--- src/rtl/addsub_pkg.sv ---
// addsub16_seq shared types and constants.
// Saturation bounds are width-generic helpers.
package addsub_pkg;

  typedef enum logic [1:0] {
    IDLE,
    RUN,
    DONE
  } state_e;

  localparam int DATA_W = 16;
  localparam int NIB    = DATA_W / 4;
  localparam int NIB_W  = $clog2(NIB);

  // Most positive signed value of width w.
  function automatic logic [63:0] sat_pos(
    input int w
  );
    return (64'd1 << (w - 1)) - 64'd1;
  endfunction

  // Most negative signed value of width w.
  function automatic logic [63:0] sat_neg(
    input int w
  );
    return 64'd1 << (w - 1);
  endfunction

endpackage

--- src/rtl/addsub16_seq_if.sv ---
// Request/response bundle of the nibble-serial
// add/sub unit; slave side is the unit.
interface addsub16_seq_if #(
  parameter int WIDTH = 16
);
  logic             start_i;
  logic             sub_i;
  logic [WIDTH-1:0] a_i;
  logic [WIDTH-1:0] b_i;
  logic             ready_o;
  logic             busy_o;
  logic             done_o;
  logic [WIDTH-1:0] result_o;
  logic             flag_z_o;
  logic             flag_v_o;
  logic             flag_n_o;

  modport master (
    output start_i, sub_i, a_i, b_i,
    input  ready_o, busy_o, done_o,
    input  result_o,
    input  flag_z_o, flag_v_o, flag_n_o
  );

  modport slave (
    input  start_i, sub_i, a_i, b_i,
    output ready_o, busy_o, done_o,
    output result_o,
    output flag_z_o, flag_v_o, flag_n_o
  );
endinterface

--- src/rtl/addsub16_seq_nibble_cla.sv ---
// 4-bit carry-lookahead slice with signed
// overflow of the top bit; purely combinational.
module nibble_cla (
  input  logic [3:0] a,
  input  logic [3:0] b,
  input  logic       cin,
  output logic [3:0] sum,
  output logic       cout,
  output logic       ovfl
);
  logic [3:0] g;
  logic [3:0] p;
  logic [4:0] c;

  assign g = a & b;
  assign p = a ^ b;

  // Flat lookahead carries, no ripple chain.
  always_comb begin
    c[0] = cin;
    c[1] = g[0] | (p[0] & cin);
    c[2] = g[1] | (p[1] & g[0])
         | (p[1] & p[0] & cin);
    c[3] = g[2] | (p[2] & g[1])
         | (p[2] & p[1] & g[0])
         | (p[2] & p[1] & p[0] & cin);
    c[4] = g[3] | (p[3] & g[2])
         | (p[3] & p[2] & g[1])
         | (p[3] & p[2] & p[1] & g[0])
         | (p[3] & p[2] & p[1] & p[0] & cin);
  end

  assign sum  = p ^ c[3:0];
  assign cout = c[4];
  assign ovfl = ~(a[3] ^ b[3]) & (sum[3] ^ a[3]);

endmodule

--- src/rtl/addsub16_seq.sv ---
// Nibble-serial add/sub: one CLA slice reused
// over WIDTH/4 cycles, carry held in a flop.
module addsub16_seq
  import addsub_pkg::*;
#(
  parameter int WIDTH = DATA_W,
  parameter int SAT   = 1
) (
  input  logic clk,
  input  logic rst_n,
  addsub16_seq_if.slave bus
);
  localparam int NIBS = WIDTH / 4;
  localparam int CW =
    (NIBS > 1) ? $clog2(NIBS) : 1;
  localparam logic [CW-1:0] LAST =
    CW'(NIBS - 1);
  localparam logic [WIDTH-1:0] SAT_P =
    WIDTH'(sat_pos(WIDTH));
  localparam logic [WIDTH-1:0] SAT_N =
    WIDTH'(sat_neg(WIDTH));

  state_e           state_q, state_d;
  logic [WIDTH-1:0] a_q, a_d;
  logic [WIDTH-1:0] b_q, b_d;
  logic [WIDTH-1:0] acc_q, acc_d;
  logic [WIDTH-1:0] res_q, res_d;
  logic [CW-1:0]    nib_q, nib_d;
  logic             carry_q, carry_d;
  logic             ovf_q, ovf_d;
  logic             done_q, done_d;
  logic             z_q, z_d;
  logic             v_q, v_d;
  logic             n_q, n_d;

  logic [CW+1:0] base;
  logic [3:0]    s_a, s_b, s_sum;
  logic          s_cout, s_ovf;

  assign base = {nib_q, 2'b00};
  assign s_a  = a_q[base +: 4];
  assign s_b  = b_q[base +: 4];

  nibble_cla u_cla (
    .a    (s_a),
    .b    (s_b),
    .cin  (carry_q),
    .sum  (s_sum),
    .cout (s_cout),
    .ovfl (s_ovf)
  );

  // Next state: capture, per-nibble step, finish.
  always_comb begin
    state_d = state_q;
    a_d     = a_q;
    b_d     = b_q;
    acc_d   = acc_q;
    res_d   = res_q;
    nib_d   = nib_q;
    carry_d = carry_q;
    ovf_d   = ovf_q;
    done_d  = 1'b0;
    z_d     = z_q;
    v_d     = v_q;
    n_d     = n_q;
    unique case (state_q)
      IDLE: begin
        if (bus.start_i) begin
          a_d     = bus.a_i;
          b_d     = bus.b_i ^ {WIDTH{bus.sub_i}};
          carry_d = bus.sub_i;
          nib_d   = '0;
          acc_d   = '0;
          ovf_d   = 1'b0;
          state_d = RUN;
        end
      end
      RUN: begin
        acc_d[base +: 4] = s_sum;
        carry_d = s_cout;
        if (nib_q == LAST) begin
          ovf_d   = s_ovf;
          state_d = DONE;
        end else begin
          nib_d = nib_q + 1'b1;
        end
      end
      DONE: begin
        if ((SAT != 0) && ovf_q) begin
          res_d = a_q[WIDTH-1] ? SAT_N : SAT_P;
        end else begin
          res_d = acc_q;
        end
        z_d     = (res_d == '0);
        v_d     = ovf_q;
        n_d     = res_d[WIDTH-1];
        done_d  = 1'b1;
        state_d = IDLE;
      end
      default: state_d = IDLE;
    endcase
  end

  // All state, cleared asynchronously.
  always_ff @(posedge clk or negedge rst_n) begin
    if (!rst_n) begin
      state_q <= IDLE;
      a_q     <= '0;
      b_q     <= '0;
      acc_q   <= '0;
      res_q   <= '0;
      nib_q   <= '0;
      carry_q <= 1'b0;
      ovf_q   <= 1'b0;
      done_q  <= 1'b0;
      z_q     <= 1'b0;
      v_q     <= 1'b0;
      n_q     <= 1'b0;
    end else begin
      state_q <= state_d;
      a_q     <= a_d;
      b_q     <= b_d;
      acc_q   <= acc_d;
      res_q   <= res_d;
      nib_q   <= nib_d;
      carry_q <= carry_d;
      ovf_q   <= ovf_d;
      done_q  <= done_d;
      z_q     <= z_d;
      v_q     <= v_d;
      n_q     <= n_d;
    end
  end

  assign bus.ready_o  = (state_q == IDLE);
  assign bus.busy_o   = (state_q != IDLE);
  assign bus.done_o   = done_q;
  assign bus.result_o = res_q;
  assign bus.flag_z_o = z_q;
  assign bus.flag_v_o = v_q;
  assign bus.flag_n_o = n_q;

endmodule
--- src/flat_wrapper.sv ---
// flat-port wrapper written by rule: the top's interface ports become plain ports
module addsub16_seq_flat import addsub_pkg::*;
#(
  parameter int WIDTH = DATA_W,
  parameter int SAT   = 1
)
  (clk, rst_n, bus_start_i, bus_sub_i, bus_a_i, bus_b_i, bus_ready_o, bus_busy_o, bus_done_o, bus_result_o, bus_flag_z_o, bus_flag_v_o, bus_flag_n_o);
  addsub16_seq_if #(.WIDTH(WIDTH)) bus_i ();
  input  logic clk;
  input  logic rst_n;
  input wire logic [$bits(bus_i.start_i)-1:0] bus_start_i;
  input wire logic [$bits(bus_i.sub_i)-1:0] bus_sub_i;
  input wire logic [$bits(bus_i.a_i)-1:0] bus_a_i;
  input wire logic [$bits(bus_i.b_i)-1:0] bus_b_i;
  output wire logic [$bits(bus_i.ready_o)-1:0] bus_ready_o;
  output wire logic [$bits(bus_i.busy_o)-1:0] bus_busy_o;
  output wire logic [$bits(bus_i.done_o)-1:0] bus_done_o;
  output wire logic [$bits(bus_i.result_o)-1:0] bus_result_o;
  output wire logic [$bits(bus_i.flag_z_o)-1:0] bus_flag_z_o;
  output wire logic [$bits(bus_i.flag_v_o)-1:0] bus_flag_v_o;
  output wire logic [$bits(bus_i.flag_n_o)-1:0] bus_flag_n_o;
  assign bus_i.start_i = bus_start_i;
  assign bus_i.sub_i = bus_sub_i;
  assign bus_i.a_i = bus_a_i;
  assign bus_i.b_i = bus_b_i;
  assign bus_ready_o = bus_i.ready_o;
  assign bus_busy_o = bus_i.busy_o;
  assign bus_done_o = bus_i.done_o;
  assign bus_result_o = bus_i.result_o;
  assign bus_flag_z_o = bus_i.flag_z_o;
  assign bus_flag_v_o = bus_i.flag_v_o;
  assign bus_flag_n_o = bus_i.flag_n_o;
  addsub16_seq #(.WIDTH(WIDTH), .SAT(SAT)) u_core (.clk(clk), .rst_n(rst_n), .bus(bus_i));
endmodule
--- config.mk ---
export PLATFORM = sky130hd
export DESIGN_NAME = addsub16_seq_flat
export DESIGN_NICKNAME = d
export VERILOG_FILES = /design/src/rtl/addsub_pkg.sv /design/src/rtl/addsub16_seq_if.sv /design/src/rtl/addsub16_seq_nibble_cla.sv /design/src/rtl/addsub16_seq.sv /design/src/flat_wrapper.sv
export SDC_FILE = /design/constraint.sdc
export NUM_CORES = 1
export LEC_CHECK = 0
export BUFFER_PORTS_ARGS = -buffer_cell sky130_fd_sc_hd__buf_2
export CAP_MARGIN = 15
export CELL_PAD_IN_SITES_DETAIL_PLACEMENT = 1
export CELL_PAD_IN_SITES_GLOBAL_PLACEMENT = 1
export CORE_MARGIN = 1
export CORE_UTILIZATION = 44
export DETAILED_ROUTE_END_ITERATION = 7
export PLACE_DENSITY_LB_ADDON = 0.1
export SLEW_MARGIN = 20
export SYNTH_ARGS = -nofsm -noshare
export SYNTH_HDL_FRONTEND = slang
export SYNTH_SLANG_ARGS = --single-unit
--- constraint.sdc ---
create_clock -name clk -period 3.41 [get_ports clk]
set_clock_uncertainty 0.1 [all_clocks]
set_input_delay 0.1705 -clock clk [delete_from_list [all_inputs] [get_ports clk]]
set_output_delay 0.1705 -clock clk [all_outputs]
set_load 0.005 [all_outputs]
==> impl_summary.md, run 1 <==
Timing
Setup repair after global routing left no endpoint under its margin. The smallest clock period supported by the final layout is computed as 2960 ps. On the final layout, the worst hold slack is approximately 18 ps.

The headroom to the max-slew limit is 0.440. Setup violations remaining at the end of the flow were counted as 0. The number of pins exceeding their max-slew limit in the final report is 0. The slew at the pin closest to its max-slew limit is 840 ps. The maximum clock frequency is 338 MHz. The total count of hold-check failures in the final report is 0. Summed over all failing endpoints, the final setup total negative slack is 0 ps. In the finished design, the share of the clock period the worst path needs comes to 0.867.

Clock network
Buffers inserted during clock tree synthesis total 9. The clock sink count is 73. Clock-pin slew was measured on the worst setup and hold paths at 70 ps. The buffers inserted during post-CTS setup optimization is 0. The buffer cell driving the clock tree root is clkbuf_8. TritonCTS built the clock tree. CTS built an H-tree with a depth of 3.

The buffer levels on the longest clock path is 2. The clock insertion delay at the later pin of the skew report is 340 ps.

Finish
The total inserted antenna cells is 0. The fraction of final layout cells sized beyond drive strength 1 is 0.290. The signed area change from the synthesized netlist to the final layout is 18.9%. The final standard cell count with taps included and fillers excluded is about 480.

After the last flow step, the layout net total stands at 420.

Synth
The cell area that synthesis handed to floorplanning was ~3500 um2. The number of different library cells used by synthesis comes to 38. Counting every instance in the synthesized netlist gives 305. For this run, the leading register cell type out of synthesis is dfrtp_1. The synthesized area per cell is 11.6 um2.

Summed over all instances, the cell type with the most area after synthesis is dfrtp_1. By area the synthesized netlist is led by dfrtp_1 (52%), a21oi_1 (7.0%), mux2_2 (5.4%), mux4_2 (5.1%), xnor2_1 (4.7%). For this run, the number of Yosys warnings is 0. For this run, asynchronously set or reset flops after synthesis account for 1.00. The most common cell in the synthesized netlist is dfrtp_1. Of the post-synthesis cell area, the dominant cell type holds 0.518. Ranked by instance count, the synthesized netlist is headed by dfrtp_1 (73), a21oi_1 (49), nor2_1 (34), xnor2_1 (19), mux2_2 (17). In this run, synthesis inferred 0 flip-flops with an integrated enable. Counting flops and latches in the post-synthesis netlist gives between 70 and 80. The fraction of the yosys area taken by sequential cells is 0.518. The post-synth net total is 351.

Min path
The hold path depth is 3. The destination of the worst hold path is u_core.b_q[1]. The worst hold path class is in2reg. The startpoint identified for the worst hold timing path is bus_b_i[1].

GRT
After global routing the overflow that remains totals 0. The initial antenna violation count is 0. The largest net degree at the start of global routing is just under 50.

For this run, the total global-route usage over all layers was measured as 0.207. The global-route wire length before repair is ~13,000 um. The via count of the first global-routing pass came to 2,736.

Critical path
The capturing element type of the critical path is a register. The worst reg2reg path endpoint is u_core.acc_q[7]. The worst register-to-register path begins at u_core.nib_q[0]. For flop-to-flop paths, the worst setup slack is between 400 and 500 ps. The kind of cell adding the most delay to the critical path is flip-flops. The startpoint kind of the worst setup timing path is a register. In this design, the stage delay of the slowest critical-path cell is 860 ps.

Data on the critical path is required at its endpoint by 3590 ps. The largest individual stage delay along the critical path comes from the cell dfrtp_1. The buffer and inverter count on the worst path is 0. The critical path is of the reg2reg type. Counting cells, the worst reg-to-reg path comes to 6. Walking the worst path, the cells encountered are mux4_2 -> ha_1 -> a211oi_1 -> o21bai_2 -> xor2_1 -> a22o_1. In this run the worst path has a maximum fanout of 17. The data arrival at the endpoint of the critical path is between 3000 and 4000 ps.

Die
The area of the die is approximately 8400 um2. The core box area is slightly below 8000 um2. The row count is 32.

The count of boundary I/O pins is slightly below 60. In this run the horizontal extent of the chip is about 92 um. The floorplan die height is between 90 and 100 um. The initial utilization of the core area, before any placement, comes to 0.456.

Pwr
IR analysis of the VDD net gives a maximum drop of ~0.36 mV. For this design the static power due to leakage is 0.00188 uW. For this design the ratio of total power to cell area is between 900 and 1000 nW/um2.

Route
The first detailed-routing pass ran for 4 iterations. The final layout contains routed wiring with a total length of 7810 um. The via count of the routed design is ~2,500. In the routed layout, each cell is associated on average with a via count of ~5.2. In this run the remaining antenna-violating nets after routing total 0. The initial DRC count is just under 90. The final routed wire length divided by cell count is 16.2 um. In the routed design, unresolved DRC markers number 0.

Outcome
The flow ran to the end, and the final reports show no timing, DRC or antenna violations.

Placement
The final weighted congestion of routability-driven global placement is about 0.76. Port buffering added 57 buffers. The total placed cells including tap cells is 447. The detailed placer's ending HPWL is about 5500 um.

Job
Across the run, the number of max-cap violations was 0.
[worst max path at each step]
stage                     from              end  cells past startpoint
3_3_place_gp   u_core.nib_q[0]  u_core.acc_q[7]                      6
4_1_cts        u_core.nib_q[0]  u_core.acc_q[7]                      6
6_report       u_core.nib_q[0]  u_core.acc_q[7]                      6
3_5_place_dp   u_core.nib_q[0]  u_core.acc_q[7]                      6
5_1_grt        u_core.nib_q[0]  u_core.acc_q[7]                      6
2_1_floorplan  u_core.nib_q[0]  u_core.acc_q[3]                      8
[through the flow]
stage	instance area (um2)	worst slack (ps)	total power, uW	utilization
final	4190	453	4140	0.543
after global routing	4190	171	4510	0.543
after CTS	4190	400	4190	0.543
after detailed placement	3840	410	3550	0.497
after global placement	3840	570	3440	0.497
after floorplan	3530	805	2990	-
[area by class of cell]
class                           count  area (um2)
Sequential cell                    73        1830
Clock inverter                      2        12.5
Fill cell                         855        3530
Inverter                            8        30.0
Timing Repair Buffer               78         500
Tap cell                          102         128
Clock buffer                       14         163
Multi-Input combinational cell    204        1530
[cells by family after synthesis]
logic type               synth area share
AO/OA/AOI/OAI                       0.147
XOR/XNOR                           0.0497
adder cells (fa/ha/maj)            0.0376
buffers and inverters              0.0479
flip-flops                          0.518
multiplexers                        0.111
AND/OR/NAND/NOR                    0.0887
[what timing repair did]
| action | CTS | global route |
|---|---|---|
| hold buffers | 18 | 0 |
| endpoints found under the hold margin | 52 | 0 |
| setup endpoints to repair | 0 | 0 |
| resized for setup | 0 | 0 |
[worst register-to-register path, delay by kind of cell (launching register included)]
kind	cells	cell delay (ps)
fa+ha+maj	1	330
flops	1	860
mux	1	660
compound gates	3	620
xor+xnor	1	320
[per-layer routing]
layer,part of all wire,vias up,GRT usage
li1,-,1211,-
met5,0,-,0
met4,0.0084,0,0.0714
met1,0.44,1239,0.258
met2,0.53,43,0.367
met3,0.028,5,0.0260
[placed cells by master (no fill, tap or decap), drive strengths merged]
| cell | n |
|---|---|
| nand4 | 1 |
| and2 | 1 |
| mux2i | 2 |
| mux2 | 17 |
| fa | 1 |
| nand2b | 5 |
| a21o | 5 |
| inv | 8 |
| nor2 | 35 |
| clkinv | 1 |
| clkinvlp | 1 |
| nor4b | 2 |
| mux4 | 8 |
| dfrtp | 73 |
| nand3b | 1 |
| clkbuf | 14 |
| a22o | 16 |
| nor3 | 6 |
| o22ai | 1 |
| or4 | 1 |
| o21bai | 1 |
| nor4 | 1 |
| nor2b | 2 |
| o21ai | 4 |
| nand2 | 8 |
| a21oi | 53 |
| a211oi | 1 |
| buf | 60 |
| a22oi | 1 |
| o31ai | 1 |
| xor2 | 1 |
| xnor2 | 19 |
| or2 | 1 |
| dlygate4sd3 | 18 |
| ha | 9 |
[power breakdown]
group,switching [uW],total (uW),internal (uW)
Clock,307,611,304
Sequential,328,1570,1240
Combinational,1020,1960,936
Total,1660,4140,2480
[registers in the layout (all words and copies together), names as in the netlist]
signal and flops:
u_core.a_q 16, u_core.acc_q 16, u_core.b_q 16, u_core.bus.result_o 15
u_core.nib_q 2, u_core.state_q 2, u_core.bus.done_o 1, u_core.bus.flag_n_o 1
u_core.bus.flag_v_o 1, u_core.bus.flag_z_o 1, u_core.carry_q 1, u_core.ovf_q 1
Power figures use the tool's default switching activity.
==> run 2: changes to the inputs <==
--- a/config.mk
+++ b/config.mk
@@ -10,10 +10,11 @@
 export CELL_PAD_IN_SITES_DETAIL_PLACEMENT = 1
 export CELL_PAD_IN_SITES_GLOBAL_PLACEMENT = 1
 export CORE_MARGIN = 1
-export CORE_UTILIZATION = 44
+export CORE_UTILIZATION = 45
 export DETAILED_ROUTE_END_ITERATION = 7
 export PLACE_DENSITY_LB_ADDON = 0.1
 export SLEW_MARGIN = 20
 export SYNTH_ARGS = -nofsm -noshare
 export SYNTH_HDL_FRONTEND = slang
+export SYNTH_HIERARCHICAL = 1
 export SYNTH_SLANG_ARGS = --single-unit
==> run 2 against run 1 <==
  * Largest cell class unchanged
  * Worst setup slack gained 230 ps
  * Final cell count grew 1.9%
  * Critical path type unchanged
  * Hold slack lost 12 ps
  * Largest power group unchanged
  * Non-clock buffer count grew 5
  * Flip-flop and latch count is the same
==> impl_summary.md, run 2 <==
Synth
The post-synthesis cell type with the largest combined area is dfrtp_1. The async set-or-reset flop fraction in the synthesized netlist is 1.00 (unchanged). dfrtp_1 is the most common cell in the netlist.

The number of distinct standard cells referenced by the synthesized netlist is 41 (+7.9%). The total standard cell area after synthesis was 3570 um2 (+1.3%). The number of warning messages in the yosys log was 6 (+6).

The fraction of the yosys area taken by sequential cells is 0.511 (-0.00671). The number of synthesized register bits is 73 (unchanged). The prevailing post-synth register cell is dfrtp_1.

By count the netlist is led by dfrtp_1 (73), a21oi_1 (51), nor2_1 (37), a22o_1 (19), xnor2_1 (18). The synthesized area per cell is 11.6 um2 (+0.65%). The portion of synthesized cell area occupied by the leading cell type is 0.511 (-0.00671).

The post-synth net total is 354 (+0.85%). The number of synthesized flops with an enable pin is 0 (unchanged). The synthesized netlist cell count is 307 (+0.66%). By area the synthesized netlist is led by dfrtp_1 (51%), a21oi_1 (7.1%), mux2_1 (5.4%), mux4_2 (5.0%), a22o_1 (4.7%).

Placement
The quantity of I/O buffers inserted on ports was 57 (unchanged). The total placed cells including tap cells was 453 (+1.3%). The instance area at placement came to 3940 um2 (+2.8%). The final weighted congestion of routability-driven global placement was 0.771 (+1.5%). The detailed placer's ending HPWL came to 5470 um (about the same).

Clock network
The CTS clock-pin slew for the worst setup and hold paths is 80 ps (about the same). The total clock buffers created by CTS is 9 (unchanged). The buffer levels on the longest clock path was 2 (unchanged). In this run the clock root is driven by a clkbuf_8. TritonCTS built the clock tree.

The number of levels in the clock H-tree is 3 (unchanged). The clock sink count is 73 (unchanged). The buffers inserted during post-CTS setup optimization is 0 (unchanged). The clock insertion delay at the later pin of the skew report came to 360 ps (+20 ps).

GRT
The initial antenna violation count is 0 (unchanged). The largest net degree at the start of global routing is 45 (-8.2%). The sum of overflow across all layers after global routing came to 0 (unchanged).

The aggregate global-route resource usage is 0.209 (+0.00279). The via count of the first global-routing pass is 2,758 (+0.80%). The global-route wire length before repair came to 13,600 um (+0.92%).

Min path
The min-delay analysis places its worst path in the category in2reg.

Die
The starting density of the core came to 0.465 (+0.00840). The core box area is 7690 um2 (-0.52%). The floorplan die height is 91.1 um (-0.46%). The die outline width was 91.1 um (-0.46%). The row count is 32 (unchanged). The area of the die is 8300 um2 (-0.92%).

The count of boundary I/O pins came to 58 (unchanged).

Route
The via count of the routed design came to 2,564 (+2.6%). The length of routed met3 wiring is 259 um (+19%). The initial DRC count came to 107 (+22%). The post-detailed-route DRC marker count is 0 (unchanged).

The total wirelength of the detailed-routed design came to 7750 um (-0.88%). The wire length on met1 is 3380 um (-0.91%). The iteration count of the initial detailed-routing pass came to 6 (+2). The average via count per standard cell is 5.23 (+0.76%). The final routed wire length divided by cell count is 15.8 um (-2.7%). The highest layer touched by signal routing is met4. The met2 wire length is 4010 um (-2.6%). The residual antenna-violating net count after detailed routing is 0 (unchanged).

Finish
The finished layout cell area is 4330 um2 (+3.2%). The share of the core filled with cells in the final layout is 0.563 (+0.0202). The total number of nets in the final design is 430 (+2.4%). The fraction of final layout cells sized beyond drive strength 1 is 0.250 (-0.0402). The final standard cell count with taps included and fillers excluded is 490 (+1.9%).

The area growth from synthesis to layout is 21.1%. Leaving out fill and tap cells, the most frequent cells in the layout are dfrtp_1 (73), buf_2 (57), a21oi_1 (51), nor2_1 (37), dlygate4sd3_1 (21). The commonest non-fill, non-tap cell in the layout is dfrtp_1.

The total inserted antenna cells was 0 (unchanged).

Critical path
By startpoint and endpoint, the worst setup path is classified as reg2reg. STA classifies the critical path startpoint as a register. The kind of cell adding the most delay to the critical path is multiplexers. The slowest stage of the critical path is the dfrtp_1 cell. The data arrival at the endpoint of the critical path was 2860 ps (-270 ps). The critical path required time is 3540 ps (-50 ps). The capturing element type of the critical path is a register. The signal on the critical path passes through buf_4 -> mux4_2 -> ha_1 -> o21a_2 -> a21oi_4 -> mux2_4 -> nand3_1 -> o31ai_1. The biggest fanout along the worst timing path is 10 (-7).

The largest stage delay on the critical path is 580 ps (-280 ps). The buffer and inverter count on the worst path is 1 (+1).

Timing
The final critical path time including I/O delays and setup was 2720 ps (-233 ps). The headroom to the max-slew limit is 0.622 (+0.182). The final count of negative-setup-slack endpoints is 0 (unchanged).

Setup repair after global routing left no endpoint under its margin. The slew at the pin closest to its max-slew limit is 567 ps (-273 ps). The sum of negative setup slack was 0 ps (unchanged). The number of pins exceeding their max-slew limit in the final report is 0 (unchanged). The ratio of final minimum period to clock period is 0.799 (-0.0684). The maximum clock frequency was 367 MHz (+8.6%). The total count of hold-check failures in the final report was 0 (unchanged).

Pwr
The overall power of the completed layout came to 4430 uW (+6.9%). The leakage power is 0.00193 uW (+2.7%). The peak supply drop was 0.468 mV (+29%).

The total power divided by cell area is 1020 nW/um2 (+3.6%).

Job
The count of maximum capacitance violations was 0 (unchanged).

Outcome
The flow ran to the end, and the final reports show no timing, DRC or antenna violations.
==> run 2: repair_timing <==
action | in CTS | in global routing
resized for setup | 0 | 0
hold buffers | 19 | 2
endpoints found under the hold margin | 35 | 2
==> run 2: kinds of logic (layout without fill, tap and decap cells) <==
| kind of cell | after synthesis | after routing | synth area share |
|---|---|---|---|
| xor+xnor | 18 | 18 | 0.0441 |
| mux | 27 | 27 | 0.111 |
| simple gates | 65 | 65 | 0.102 |
| fa+ha+maj | 11 | 11 | 0.0406 |
| compound gates | 85 | 85 | 0.152 |
| flops | 73 | 73 | 0.511 |
| buf+inv | 28 | 109 | 0.0385 |
==> run 2: through the flow <==
| step | hold WS [ps] | worst slack, ps |
|---|---|---|
| 2_1_floorplan | -225 | 768 |
| 3_3_place_gp | 19.7 | 700 |
| 3_5_place_dp | 27.3 | 655 |
| 4_1_cts | 0.472 | 641 |
| 5_1_grt | 3.51 | 474 |
| 6_report | 5.13 | 687 |
==> run 2: final timing paths <==
kind / from / end / slack, ps / cells after the start
hold reg to reg: u_core/bus.flag_v_o / u_core/bus.flag_v_o / 390 / 1
hold / removal: bus_b_i[10] / u_core/b_q[10] / 5 / 3
min in group asynchronous: rst_n / u_core/bus.result_o[0] / 160 / 2
setup / recovery: u_core/nib_q[0] / u_core/ovf_q / 690 / 8
max in group asynchronous: rst_n / u_core/b_q[0] / 2240 / 3
setup reg to reg: u_core/nib_q[0] / u_core/ovf_q / 690 / 8
==> run 2: routing by layer <==
metal	vias to the layer above	track usage
met5	-	0
met4	0	0.0542
met3	11	0.0544
met2	56	0.370
met1	1256	0.254
li1	1241	-
==> run 2: final cells by class <==
| class | instances | area, um2 |
|---|---|---|
| flip-flops and latches | 73 | 1830 |
| multi-input cells | 206 | 1620 |
| well taps | 102 | 128 |
| repair buffers | 83 | 546 |
| clock buffers | 10 | 128 |
| fillers | 858 | 3360 |
| inverters | 10 | 37.5 |
| clock inverters | 6 | 45.0 |
==> run 2: report_power, final <==
part	internal [uW]	leakage (uW)	switching, uW	total [uW]
Sequential	1260	0.000894	326	1590
Clock	265	0.0000785	338	603
Combinational	1050	0.000958	1190	2240
==> run 2: worst register-to-register path, delay by kind of cell, from the launching register on <==
family | cells | cell delay (ps)
AO/OA/AOI/OAI | 3 | 400
adder cells (fa/ha/maj) | 1 | 310
buffers and inverters | 1 | 290
flip-flops | 1 | 580
multiplexers | 2 | 850
AND/OR/NAND/NOR | 1 | 80
==> run 3: changes to the inputs <==
==> constraint.sdc (replaced) <==
create_clock -name clk -period 2.55 [get_ports clk]
set_clock_uncertainty 0.1 [all_clocks]
set_input_delay 0.1275 -clock clk [delete_from_list [all_inputs] [get_ports clk]]
set_output_delay 0.1275 -clock clk [all_outputs]
set_load 0.005 [all_outputs]
==> run 3 against run 2 <==
  * Highest routed layer unchanged
  * Power grew 49%
  * Fmax is 8.5% higher
  * Clock-buffer cell count unchanged
  * Final cell count up 4.1%
  * Flip-flop and latch count did not move
  * Worst setup slack lost 650 ps
  * First-iteration DRC count decreased by 25%
  * Largest cell class unchanged
  * Combinational power increased by 57%
  * Critical path type unchanged
  * Global-route usage increased by 1.3 points
==> impl_summary.md, run 3 (synthesis results as in run 2) <==
Critical path
The worst setup path is of the reg2reg kind. Following the worst setup path forward leads to its endpoint at u_core/carry_q. The endpoint identified for the worst register-to-register timing path is u_core/carry_q. The biggest fanout along the worst timing path is 7 (-3). The worst-path cell with the longest stage delay is mux4_2. The data arrival at the endpoint of the critical path is 2620 ps (-240 ps). The startpoint identified for the worst register-to-register timing path is u_core/nib_q[0]. The critical path required time came to 2660 ps (-880 ps). In this run the worst setup path begins at u_core/nib_q[0]. The worst setup path is captured at a register.

The slack of the worst reg-to-reg path is 40 ps (-650 ps). The buffer and inverter count on the worst path was 1 (unchanged). The depth of the critical timing path with buffers and inverters included is 8 (unchanged).

The cell count of the worst reg-to-reg path was 8 (unchanged). The startpoint kind of the worst setup timing path is a register. The largest stage delay on the critical path is 580 ps (about the same). The critical path goes through mux4_2 -> ha_4 -> a211o_1 -> a21oi_4 -> buf_4 -> o21bai_1 -> a21oi_1 -> o21ai_1. On the critical path the largest part of the delay comes from compound AO/OA/AOI/OAI gates.

Finish
From synthesis to final layout, the design area changed by 28.4%. The fraction of final layout cells sized beyond drive strength 1 came to 0.270 (+0.0196). The total inserted antenna cells is 0 (unchanged).

The library cell used most frequently in the layout, excluding fill and tap cells, is dfrtp_1. The library cells used most frequently in the layout, excluding fill and tap cells, are dfrtp_1 (72), buf_2 (57), a21oi_1 (51), nor2_1 (37), dlygate4sd3_1 (32). The fill cell instance count of the final layout was 836 (-2.6%). The total number of nets in the final design is 450 (+4.7%).

Route
The via count of the routed design is 2,694 (+5.1%). The residual antenna-violating net count after detailed routing is 0 (unchanged). The initial DRC count came to 80 (-25%).

The average via count per standard cell was 5.28 (+0.95%). The iteration count of the initial detailed-routing pass is 4 (-2). The post-detailed-route DRC marker count came to 0 (unchanged). The final routed wire length divided by cell count is 17.2 um (+9.1%). The total wirelength of the detailed-routed design is 8790 um (+14%).

Timing
The final count of negative-setup-slack endpoints was 0 (unchanged). The headroom to the max-slew limit is 0.571 (-0.0516). The slew at the pin closest to its max-slew limit is 644 ps (+77.4 ps).

The total count of hold-check failures in the final report is 0 (unchanged). The final critical path time including I/O delays and setup was 2510 ps (-213 ps). The ratio of final minimum period to clock period is 0.985 (+0.186). The maximum clock frequency is 398 MHz (+8.5%). The final-layout worst hold slack is 32.4 ps (+27.3 ps).

The sum of negative setup slack is 0 ps (unchanged). The number of pins exceeding their max-slew limit in the final report is 0 (unchanged).

Die
The count of boundary I/O pins is 58 (unchanged). The row count was 32 (unchanged). The area of the die is 8300 um2 (unchanged). The floorplan die height is 91.1 um (unchanged). The starting density of the core is 0.465 (unchanged). The core box area is 7690 um2 (unchanged). The die outline width is 91.1 um (unchanged).

Placement
The final weighted congestion of routability-driven global placement is 0.771 (unchanged). The quantity of I/O buffers inserted on ports came to 57 (unchanged). The detailed placer's ending HPWL came to 5550 um (+1.6%).

Min path
The worst min-delay path startpoint is bus_b_i[2]. In this run the worst hold path is classified as in2reg.

GRT
The sum of overflow across all layers after global routing is 0 (unchanged). The aggregate global-route resource usage is 0.223 (+0.0135). The global-route wire length before repair is 14,300 um (+4.9%). The initial antenna violation count is 0 (unchanged). The via count of the first global-routing pass is 2,861 (+3.7%). The largest net degree at the start of global routing is 50 (+11%).

Clock network
TritonCTS built the clock tree. The clock sink count is 73 (unchanged). The total clock buffers created by CTS was 9 (unchanged). CTS placed an instance of clkbuf_8 at the clock tree root.

The number of levels in the clock H-tree was 3 (unchanged). The buffer levels on the longest clock path is 2 (unchanged). The CTS clock-pin slew for the worst setup and hold paths is 80 ps (about the same). The clock insertion delay at the later pin of the skew report came to 340 ps (-20 ps).

Outcome
The flow ran to the end, and the final reports show no timing, DRC or antenna violations.

Job
The count of maximum capacitance violations is 0 (unchanged).

Pwr
The peak supply drop was 0.676 mV (+44%). The leakage power is 0.00206 uW (+6.7%). The total power divided by cell area is 1440 nW/um2 (+41%).
run 3: cell count changes in the layout (fill, tap and decap cells not counted), sizes merged:
cell,before,now
dlygate4sd3,21,32
buf,62,71
bufinv,0,2
clkinvlp,3,1
run 3: routing by layer:
metal | global-route usage | part of all wire | wire, um
met1 | 0.268 | 0.41 | 3630
met2 | 0.392 | 0.54 | 4720
met3 | 0.0511 | 0.029 | 253
met4 | 0.0780 | 0.022 | 191
met5 | 0 | 0 | 0
run 3: layout make-up:
cell class | count | area (um2) | share of cell area
clock inverter | 6 | 82.6 | 0.0180
timing repair buffer | 103 | 736 | 0.160
multi-input combinational | 206 | 1650 | 0.359
sequential | 73 | 1830 | 0.398
inverter | 10 | 37.5 | 0.00818
tap | 102 | 128 | 0.0278
clock buffer | 10 | 128 | 0.0278
run 3: worst min path at each step:
stage                              to  slack (ps)  cells after the start
6_report                u_core/b_q[2]          30                      3
5_1_grt                 u_core/b_q[2]          20                      3
4_1_cts                 u_core/b_q[2]          20                      3
3_5_place_dp   u_core/bus.result_o[0]          90                      1
3_3_place_gp   u_core/bus.result_o[1]          90                      1
2_1_floorplan           u_core/a_q[0]        -270                      0
run 3: tightest hold or removal path, stage by stage:
cell and delay [ps]:
buf_2 90, xnor2_1 130, a21oi_1 80
run 3: per-stage QoR:
stage	power, uW	std cells	instance area (um2)	util	setup WS [ps]
2_1_floorplan	4290	307	3580	-	16.9
6_report	6620	510	4590	0.597	39.2
3_5_place_dp	5320	460	4010	0.522	-22.0
4_1_cts	6380	509	4550	0.592	15.1
5_1_grt	7070	510	4590	0.597	-77.5
3_3_place_gp	5170	460	4010	0.522	32.9
run 3: repair_timing:
item / CTS / global route
setup buffers: 1 / 1
endpoints found under the setup margin: 6 / 10
gates resized for setup: 0 / 3
pin swaps: 1 / 1
hold buffers: 32 / 0
hold endpoints to repair: 58 / 0
run 3: power by group:
part           switching (uW)  internal (uW)  leakage, uW
clock network             428            546     0.000106
registers                 433           1690     0.000893
logic                    1810           1710      0.00106
total                    2670           3950      0.00206
